File: src/rtl/hsadc_sample_packetizer.sv
// Packs 16-bit ADC samples into fixed-length byte packets: header, sequence
// number, then each sample MSB first, with tlast on the final byte.
module hsadc_sample_packetizer #(
  parameter int          SAMPLES_PER_PACKET = 32,
  parameter logic [7:0]  HEADER_BYTE        = 8'hA5
) (
  input  logic        clk,
  input  logic        rst,
  input  logic        enable,
  input  logic [15:0] s_axis_tdata,
  input  logic        s_axis_tvalid,
  output logic        s_axis_tready,
  output logic [7:0]  m_axis_tdata,
  output logic        m_axis_tvalid,
  input  logic        m_axis_tready,
  output logic        m_axis_tlast,
  output logic [7:0]  seq_num
);

  localparam int CW = $clog2(SAMPLES_PER_PACKET) + 1;
  localparam logic [CW-1:0] LAST_IDX = CW'(SAMPLES_PER_PACKET - 1);

  localparam logic [2:0] ST_IDLE = 3'd0;
  localparam logic [2:0] ST_HDR  = 3'd1;
  localparam logic [2:0] ST_SEQ  = 3'd2;
  localparam logic [2:0] ST_WAIT = 3'd3;
  localparam logic [2:0] ST_MSB  = 3'd4;
  localparam logic [2:0] ST_LSB  = 3'd5;

  logic [2:0]    r_state;
  logic [7:0]    r_tdata;
  logic          r_tvalid;
  logic          r_tlast;
  logic [7:0]    r_seq;
  logic [CW-1:0] r_count;
  logic [7:0]    r_lsb;

  logic          w_last_sample;
  logic          w_s_ready;

  assign w_last_sample = (r_count == LAST_IDX);

  // The sample fetch only happens in a cycle where the current byte leaves,
  // so ready follows downstream ready and never looks at s_axis_tvalid.
  always_comb begin
    // NOTE: every always_comb output gets a default first so no latch is inferred.
    w_s_ready = 1'b0;
    case (r_state)
      ST_WAIT: w_s_ready = 1'b1;
      ST_SEQ:  w_s_ready = m_axis_tready;
      ST_LSB:  w_s_ready = m_axis_tready & ~w_last_sample;
      default: w_s_ready = 1'b0;
    endcase
  end

  // NOTE: sequential state uses non-blocking assignments only, so every
  // register samples pre-edge values regardless of statement order.
  always_ff @(posedge clk) begin
    if (rst) begin
      r_state  <= ST_IDLE;
      r_tdata  <= 8'h00;
      r_tvalid <= 1'b0;
      r_tlast  <= 1'b0;
      r_seq    <= 8'h00;
      r_count  <= '0;
      r_lsb    <= 8'h00;
    end else begin
      case (r_state)
        ST_IDLE: begin
          if (enable && s_axis_tvalid) begin
            r_tdata  <= HEADER_BYTE;
            r_tvalid <= 1'b1;
            r_state  <= ST_HDR;
          end
        end
        ST_HDR: begin
          if (m_axis_tready) begin
            r_tdata <= r_seq;
            r_state <= ST_SEQ;
          end
        end
        ST_SEQ: begin
          if (m_axis_tready) begin
            if (s_axis_tvalid) begin
              r_tdata <= s_axis_tdata[15:8];
              r_lsb   <= s_axis_tdata[7:0];
              r_state <= ST_MSB;
            end else begin
              r_tvalid <= 1'b0;
              r_state  <= ST_WAIT;
            end
          end
        end
        ST_WAIT: begin
          if (s_axis_tvalid) begin
            r_tdata  <= s_axis_tdata[15:8];
            r_lsb    <= s_axis_tdata[7:0];
            r_tvalid <= 1'b1;
            r_state  <= ST_MSB;
          end
        end
        ST_MSB: begin
          if (m_axis_tready) begin
            r_tdata <= r_lsb;
            r_tlast <= w_last_sample;
            r_state <= ST_LSB;
          end
        end
        ST_LSB: begin
          if (m_axis_tready) begin
            if (w_last_sample) begin
              r_tvalid <= 1'b0;
              r_tlast  <= 1'b0;
              r_count  <= '0;
              r_seq    <= r_seq + 8'd1;
              r_state  <= ST_IDLE;
            end else begin
              r_count <= r_count + CW'(1);
              if (s_axis_tvalid) begin
                r_tdata <= s_axis_tdata[15:8];
                r_lsb   <= s_axis_tdata[7:0];
                r_state <= ST_MSB;
              end else begin
                r_tvalid <= 1'b0;
                r_state  <= ST_WAIT;
              end
            end
          end
        end
        default: begin
          r_tvalid <= 1'b0;
          r_tlast  <= 1'b0;
          r_state  <= ST_IDLE;
        end
      endcase
    end
  end

  assign s_axis_tready = w_s_ready;
  assign m_axis_tdata  = r_tdata;
  assign m_axis_tvalid = r_tvalid;
  assign m_axis_tlast  = r_tlast;
  assign seq_num       = r_seq;

endmodule

File: config.mk
export PLATFORM = sky130hd
export DESIGN_NAME = hsadc_sample_packetizer
export DESIGN_NICKNAME = d
export VERILOG_FILES = /design/src/rtl/hsadc_sample_packetizer.sv
export SDC_FILE = /design/constraint.sdc
export NUM_CORES = 1
export LEC_CHECK = 0
export ABC_CLOCK_PERIOD_IN_PS = 2100
export CAP_MARGIN = 20
export CORE_MARGIN = 1.5
export CORE_UTILIZATION = 50
export CTS_CLUSTER_SIZE = 25
export DETAILED_ROUTE_END_ITERATION = 16
export DONT_BUFFER_PORTS = 1
export PLACE_DENSITY = 0.65
export SYNTH_ARGS = -nofsm -noshare
export SYNTH_HDL_FRONTEND = slang
export SYNTH_SLANG_ARGS = --single-unit
File: constraint.sdc
create_clock -name clk -period 2.1 [get_ports clk]
set_input_delay 0.105 -clock clk [delete_from_list [all_inputs] [get_ports clk]]
set_output_delay 0.105 -clock clk [all_outputs]
set_load 0.03 [all_outputs]
==> results of run 1 <==
layout by cell type (no fill, tap or decap), types with 2 or more instances in the layout:
cell type / n
dfxtp_1: 35
nor2_1: 33
mux2i_1: 15
o21ai_0: 14
buf_4: 14
a21oi_1: 13
nand2_1: 12
dlygate4sd3_1: 9
a22oi_1: 8
xor2_1: 8
nand4_1: 7
nor2b_1: 6
mux2_2: 6
clkbuf_8: 6
o21ai_1: 5
nor3_1: 4
o22ai_1: 4
or3_1: 4
a31oi_1: 4
or2_2: 3
inv_1: 3
o41ai_1: 3
nand2b_1: 2
a21o_1: 2
ha_1: 2
metal layers:
| metal | part of all wire (%) | up-vias | wire length (µm) |
|---|---|---|---|
| li1 | - | 881 | - |
| met1 | 43 | 807 | 2050 |
| met2 | 50 | 45 | 2390 |
| met3 | 5.5 | 4 | 263 |
| met4 | 0.97 | 0 | 46 |
| met5 | 0 | - | 0 |
synthesized netlist by cell type, drive strengths merged (2+ instances only):
master,n,area [µm²]
a22oi,8,60.1
a31oi,4,25.0
a21o,2,15.0
o41ai,3,26.3
ha,2,25.0
or2,3,18.8
clkbuf,6,22.5
nand2b,2,12.5
nand2,12,45.0
or3,4,25.0
a21oi,13,65.1
nor3b,2,26.3
mux2,6,67.6
o22ai,4,25.0
inv,3,11.3
nor2,33,124
mux2i,15,150
nor3,5,30.0
buf,12,80.1
o21ai,20,111
nand4,8,56.3
nor2b,6,37.5
dfxtp,35,701
xor2,8,70.1
worst min-delay path: cells and delay by family:
kind / cells / cell delay [ns]
simple gates: 1 / 0.02
compound gates: 2 / 0.13
cells by family (layout without fill, tap and decap cells):
logic type	Yosys count	in the layout	share of synthesized area (%)
adders and majority gates	2	2	1.25
muxes	21	21	10.9
AOI/OAI and AO/OA	63	63	20.3
and+or+nand+nor	85	85	22.8
xor gates and xnor gates	9	9	3.95
DFF	35	35	35.1
buffers and inverters	21	35	5.70
path summary, 6_finish.rpt:
check / startpoint / to / slack (ns) / cells past startpoint
min reg2reg: r_lsb[5]$_SDFFE_PP0P_ / r_lsb[5]$_SDFFE_PP0P_ / 0.51 / 2
min: rst / m_axis_tdata[4]$_SDFFE_PP0P_ / 0.03 / 3
max reg2reg: r_state[1]$_SDFFE_PP0P_ / r_lsb[4]$_SDFFE_PP0P_ / 0.19 / 5
max: r_state[1]$_SDFFE_PP0P_ / s_axis_tready / 0.18 / 3
report_power, final:
part	leakage, nW	internal (W)	switching [W]
registers	0.283	0.000735	0.000169
logic	0.545	0.000361	0.000405
clock network	0.0612	0.000384	0.000233
state kept, by name (all words and copies together) (netlist names):
name and count:
r_lsb 8, r_state 3, r_count 6, m_axis_tdata 8, seq_num 8, m_axis_tvalid 1, m_axis_tlast 1
metrics by stage:
step,setup WS (ns),cell area (µm²),utilization [%]
3_5_place_dp,0.255,2060,55.0
5_1_grt,0.0391,2290,61.1
4_1_cts,0.184,2290,61.1
6_report,0.176,2290,61.1
2_1_floorplan,0.462,2000,-
3_3_place_gp,0.307,2060,55.0
cell type report:
| cell class | count | area, µm² |
|---|---|---|
| Fill cell | 340 | 1460 |
| Multi-Input combinational cell | 180 | 1180 |
| Clock inverter | 2 | 35.0 |
| Inverter | 3 | 11.3 |
| Sequential cell | 35 | 701 |
| Tap cell | 48 | 60.1 |
| Clock buffer | 6 | 82.6 |
| Timing Repair Buffer | 24 | 215 |
what timing repair did:
action,in CTS,in global routing
setup buffers,0,0
endpoints found under the hold margin,35,0
endpoints found under the setup margin,0,1
hold buffers,10,0
gates resized for setup,0,1
==> metrics.md, run 1 <==
| Metric | Value |
|---|---|
| Skew final | 0.00773 ns |
| Top_reg_cell synth | dfxtp_1 |
| Diodes inserted | 0 |
| Later-pin clock latency in the skew report | 0.28 ns |
| Status | finished, final reports clean |
| Final worst-path cycle share | 91.6% |
| DRT antenna net count | 0 |
| Vias in the first global route | 1679 |
| Total Power | 0.00229 W |
| # port buffers | 0 |
| Net count after synthesis | 259 |
| Initial Util | 53.3% |
| Clock sinks | 35 |
| Die area | 0.00438 mm² |
| Sequential fraction of the synthesis area | 35.1% |
| Placed instance count | 280 |
| H-tree depth | 2 |
| DR vias/cell | 5.83 |
| Worst-path maximum fanout | 14 |
| Worst-Margin Slew | 0.480 ns |
| WP buf/inv | 0 |
| Delay-heaviest family, CP | simple AND/OR/NAND/NOR gates |
| Reg clk slew, reported paths | 0.07 ns |
| Yosys warns | 0 |
| GPL Wtd Cong | 0.823 |
| Layout cell share with drive strength beyond 1 | 15.2% |
| GR Layer Usage met3 | 6.98% |
| WP data required | 2.00 ns |
| Yosys cell types | 52 |
| Worst hold slack | 0.0252 ns |
| WL/cell | 15.9 µm |
| Fin Setup TNS | 0 ns |
| Fin cells | 298 |
| Total grt overflow | 0 |
| Worst path slowest cell | dfxtp_1 |
| Final WL | 4750 µm |
| Die Y | 66.2 µm |
| Clk root buf | clkbuf_8 |
| Final net count | 272 |
| Dpl hpwl | 3440 µm |
| Post-synth EDFFs | 0 |
| Met2 GRT Util | 41.0% |
| Max-cap violations | 0 |
| Async SR Flop Fraction | 0% |
| Leakage | 0.890 nW |
| Final Hold Viols | 0 |
| Arrival @ worst endpoint | 1.82 ns |
| Gate Count Post-Synth | 236 |
| Core area | 0.00374 mm² |
| Synth Cell Area | 0.00200 mm² |
| Critical path class | reg2out |
| Final worst path period need | 1.92 ns |
| Global-route wire length before repair | 8030 µm |
| FP Rows | 22 |
| Routed vias | 1737 |
| Met1 global-route usage | 29.4% |
| PwrDens | 1000 mW/mm² |
| DRC viols | 0 |
| Largest net degree at the start of global routing | 38 |
| Avg Inst Size Synth | 8.46 µm² |
| RSZ-0062 raised after global routing | false |
| Area delta synth->final | 14.5% |
| Total track usage | 24.2% |
| Startpoint Class | flip-flop |
| Drt pass-1 iters | 4 |
| CP Capture Type | output pin |
| Inserted Clock Buffers | 5 |
| Max-slew violations | 0 |
| Slew margin rel. | 67.8% |
| Final setup fails | 0 |
| Die W | 66.2 µm |
| Fmax | 520 MHz |
| Iteration-0 DRC Markers | 92 |
| Worst Hold Class | in2reg |
| I/O pin total | 40 |
| Grt peak-use layer | met2 |
| Largest stage delay, worst path | 0.60 ns |
| Maximum vdd drop | 0.673 mV |
| Maximum clock path buffer count | 2 |
| Initial antenna violation count | 0 |
| CTS tree | yes |
| Crit-path cells | nand4b_1, o21ba_2, or2_2 |
| Flops & latches, synth | 35 |
Power figures use the tool's default switching activity.
==> inputs of run 2 (changes only) <==
--- a/config.mk
+++ b/config.mk
@@ -8,11 +8,12 @@
 export ABC_CLOCK_PERIOD_IN_PS = 2100
 export CAP_MARGIN = 20
 export CORE_MARGIN = 1.5
-export CORE_UTILIZATION = 50
+export CORE_UTILIZATION = 45
 export CTS_CLUSTER_SIZE = 25
 export DETAILED_ROUTE_END_ITERATION = 16
 export DONT_BUFFER_PORTS = 1
-export PLACE_DENSITY = 0.65
+export GPL_TIMING_DRIVEN = 0
+export PLACE_DENSITY = 0.6
 export SYNTH_ARGS = -nofsm -noshare
 export SYNTH_HDL_FRONTEND = slang
 export SYNTH_SLANG_ARGS = --single-unit
==> run 2 against run 1 <==
Against the previous run: sequential power decreased by 2.8%; clock power decreased by 12%; first-iteration DRC count increased by 35%.
==> metrics.md, run 2 (synthesis results as in run 1) <==
| Metric | Value |
|---|---|
| Status | finished, final reports clean |
| Later-pin clock latency in the skew report | 0.29 ns (about the same) |
| Worst-Margin Slew | 0.560 ns (+0.0799 ns) |
| Placed instance count | 288 (+2.9%) |
| Arrival @ worst endpoint | 2.03 ns (+0.21 ns) |
| PwrDens | 1010 mW/mm² (+0.63%) |
| # port buffers | 0 (unchanged) |
| Drt pass-1 iters | 4 (unchanged) |
| Fin cells | 304 (+2.0%) |
| DRT antenna net count | 0 (unchanged) |
| Global-route wire length before repair | 8470 µm (+5.4%) |
| Post-CTS setup buffers | 0 (unchanged) |
| Most common cell after layout, fill and taps aside | dfxtp_1 |
| Vias in the first global route | 1659 (-1.2%) |
| DR vias/cell | 5.76 (-1.2%) |
| Worst Hold Class | in2reg |
| Maximum clock path buffer count | 2 (unchanged) |
| Final worst path period need | 1.88 ns (-0.0429 ns) |
| Die area | 0.00485 mm² (+11%) |
| Die Y | 69.6 µm (+5.2%) |
| Final Hold Viols | 0 (unchanged) |
| Initial antenna violation count | 0 (unchanged) |
| Startpoint Class | flip-flop |
| Largest net degree at the start of global routing | 11 (-71%) |
| WP buf/inv | 0 (unchanged) |
| Dpl hpwl | 3640 µm (+5.9%) |
| Largest stage delay, worst path | 0.39 ns (-0.21 ns) |
| Core area | 0.00432 mm² (+16%) |
| Critical path class | reg2reg |
| Total Power | 0.00227 W (-0.97%) |
| Layout cell share with drive strength beyond 1 | 13.1% (-2.1 points) |
| Fin Setup TNS | 0 ns (unchanged) |
| RSZ-0062 raised after global routing | false |
| Leakage | 0.864 nW (-2.8%) |
| Clk root buf | clkbuf_8 |
| Layout fillers | 447 (+31%) |
| Area after DPL | 0.00206 mm² (+0.12%) |
| Diodes inserted | 0 (unchanged) |
| Final WL | 5090 µm (+7.1%) |
| Clock sinks | 35 (unchanged) |
| Area delta synth->final | 12.7% |
| Final worst-path cycle share | 89.6% (-2.0 points) |
| CTS tree | yes |
| Inserted Clock Buffers | 5 (unchanged) |
| Skew final | 0.00398 ns (-0.00375 ns) |
| Max-cap violations | 0 (unchanged) |
| FP Rows | 24 (+9.1%) |
| Worst-path maximum fanout | 8 (-6) |
| H-tree depth | 2 (unchanged) |
| Fmax | 532 MHz (+2.3%) |
| Delay-heaviest family, CP | compound AO/OA/AOI/OAI gates |
| Most frequent cells in the layout | 35 x dfxtp_1, 33 x nor2_1, 15 x mux2i_1, 14 x o21ai_0, 13 x a21oi_1 |
| Reg clk slew, reported paths | 0.07 ns (about the same) |
| Max-slew violations | 0 (unchanged) |
| Final net count | 274 (+0.74%) |
| Worst path slowest cell | dfxtp_1 |
| Iteration-0 DRC Markers | 124 (+35%) |
| Total grt overflow | 0 (unchanged) |
| Routed vias | 1750 (+0.75%) |
| Worst hold slack | 0.0142 ns (-0.0110 ns) |
| WP data required | 2.25 ns (+0.25 ns) |
| DRC viols | 0 (unchanged) |
| Crit-path cells | ha_1, nand4_4, o21ba_2, o21ai_4, mux2i_1, nor2_1 |
| Total track usage | 22.1% (-2.1 points) |
| Final setup fails | 0 (unchanged) |
| Die W | 69.6 µm (+5.2%) |
| Slew margin rel. | 62.7% (-5.2 points) |
| Initial Util | 46.2% (-7.2 points) |
| WL/cell | 16.8 µm (+5.0%) |
| Post-route cell area | 0.00225 mm² (-1.6%) |
| GPL Wtd Cong | 0.938 (+14%) |
| Maximum vdd drop | 0.511 mV (-24%) |
| I/O pin total | 40 (unchanged) |
| CP Capture Type | flip-flop |
-- run 2: power by group --
part	internal, W	switching (W)	total [W]
Clock	0.000299	0.000243	0.000542
Combinational	0.000370	0.000475	0.000845
Sequential	0.000735	0.000143	0.000879
Total	0.00140	0.000861	0.00227
-- run 2: what timing repair did --
| item | CTS | global route |
|---|---|---|
| hold endpoints to repair | 8 | 0 |
| resized for setup | 0 | 2 |
| hold buffers | 8 | 0 |
| setup endpoints to repair | 0 | 4 |
-- run 2: final cells by class --
cell class	count	area, µm²	share of cell area, %
plain buffers	18	103	4.56
clock buffers	8	100	4.45
inverters	3	11.3	0.500
multi-input cells	180	1190	52.9
flip-flops and latches	35	701	31.1
well taps	52	65.1	2.89
repair buffers	8	80.1	3.56
-- run 2: per-stage QoR --
step,util [%],worst slack [ns]
6_report,52.1,0.219
5_1_grt,52.1,0.0661
4_1_cts,51.9,0.165
3_5_place_dp,47.7,0.174
3_3_place_gp,47.7,0.216
2_1_floorplan,-,0.462
-- run 2: final timing paths --
check	cells after the start	endpoint	slack, ns	from
max	6	r_lsb[7]$_SDFFE_PP0P_	0.22	r_count[0]$_SDFFE_PP0P_
min	3	m_axis_tdata[3]$_SDFFE_PP0P_	0.01	rst
max reg2reg	6	r_lsb[7]$_SDFFE_PP0P_	0.22	r_count[0]$_SDFFE_PP0P_
min reg2reg	2	r_count[1]$_SDFFE_PP0P_	0.50	r_count[1]$_SDFFE_PP0P_
-- run 2: metal layers --
layer  vias to the layer above  GRT usage [%]  wire length [µm]
met3                        10           7.70               341
met1                       804           30.1              2430
li1                        883              -                 -
met4                         0           8.55               112
met2                        53           32.2              2210
met5                         -              0                 0
-- run 2: worst register-to-register path, stage by stage (launching register included) --
cell,delay (ns)
dfxtp_1,0.39
ha_1,0.25
nand4_4,0.19
o21ba_2,0.28
o21ai_4,0.34
mux2i_1,0.24
nor2_1,0.06
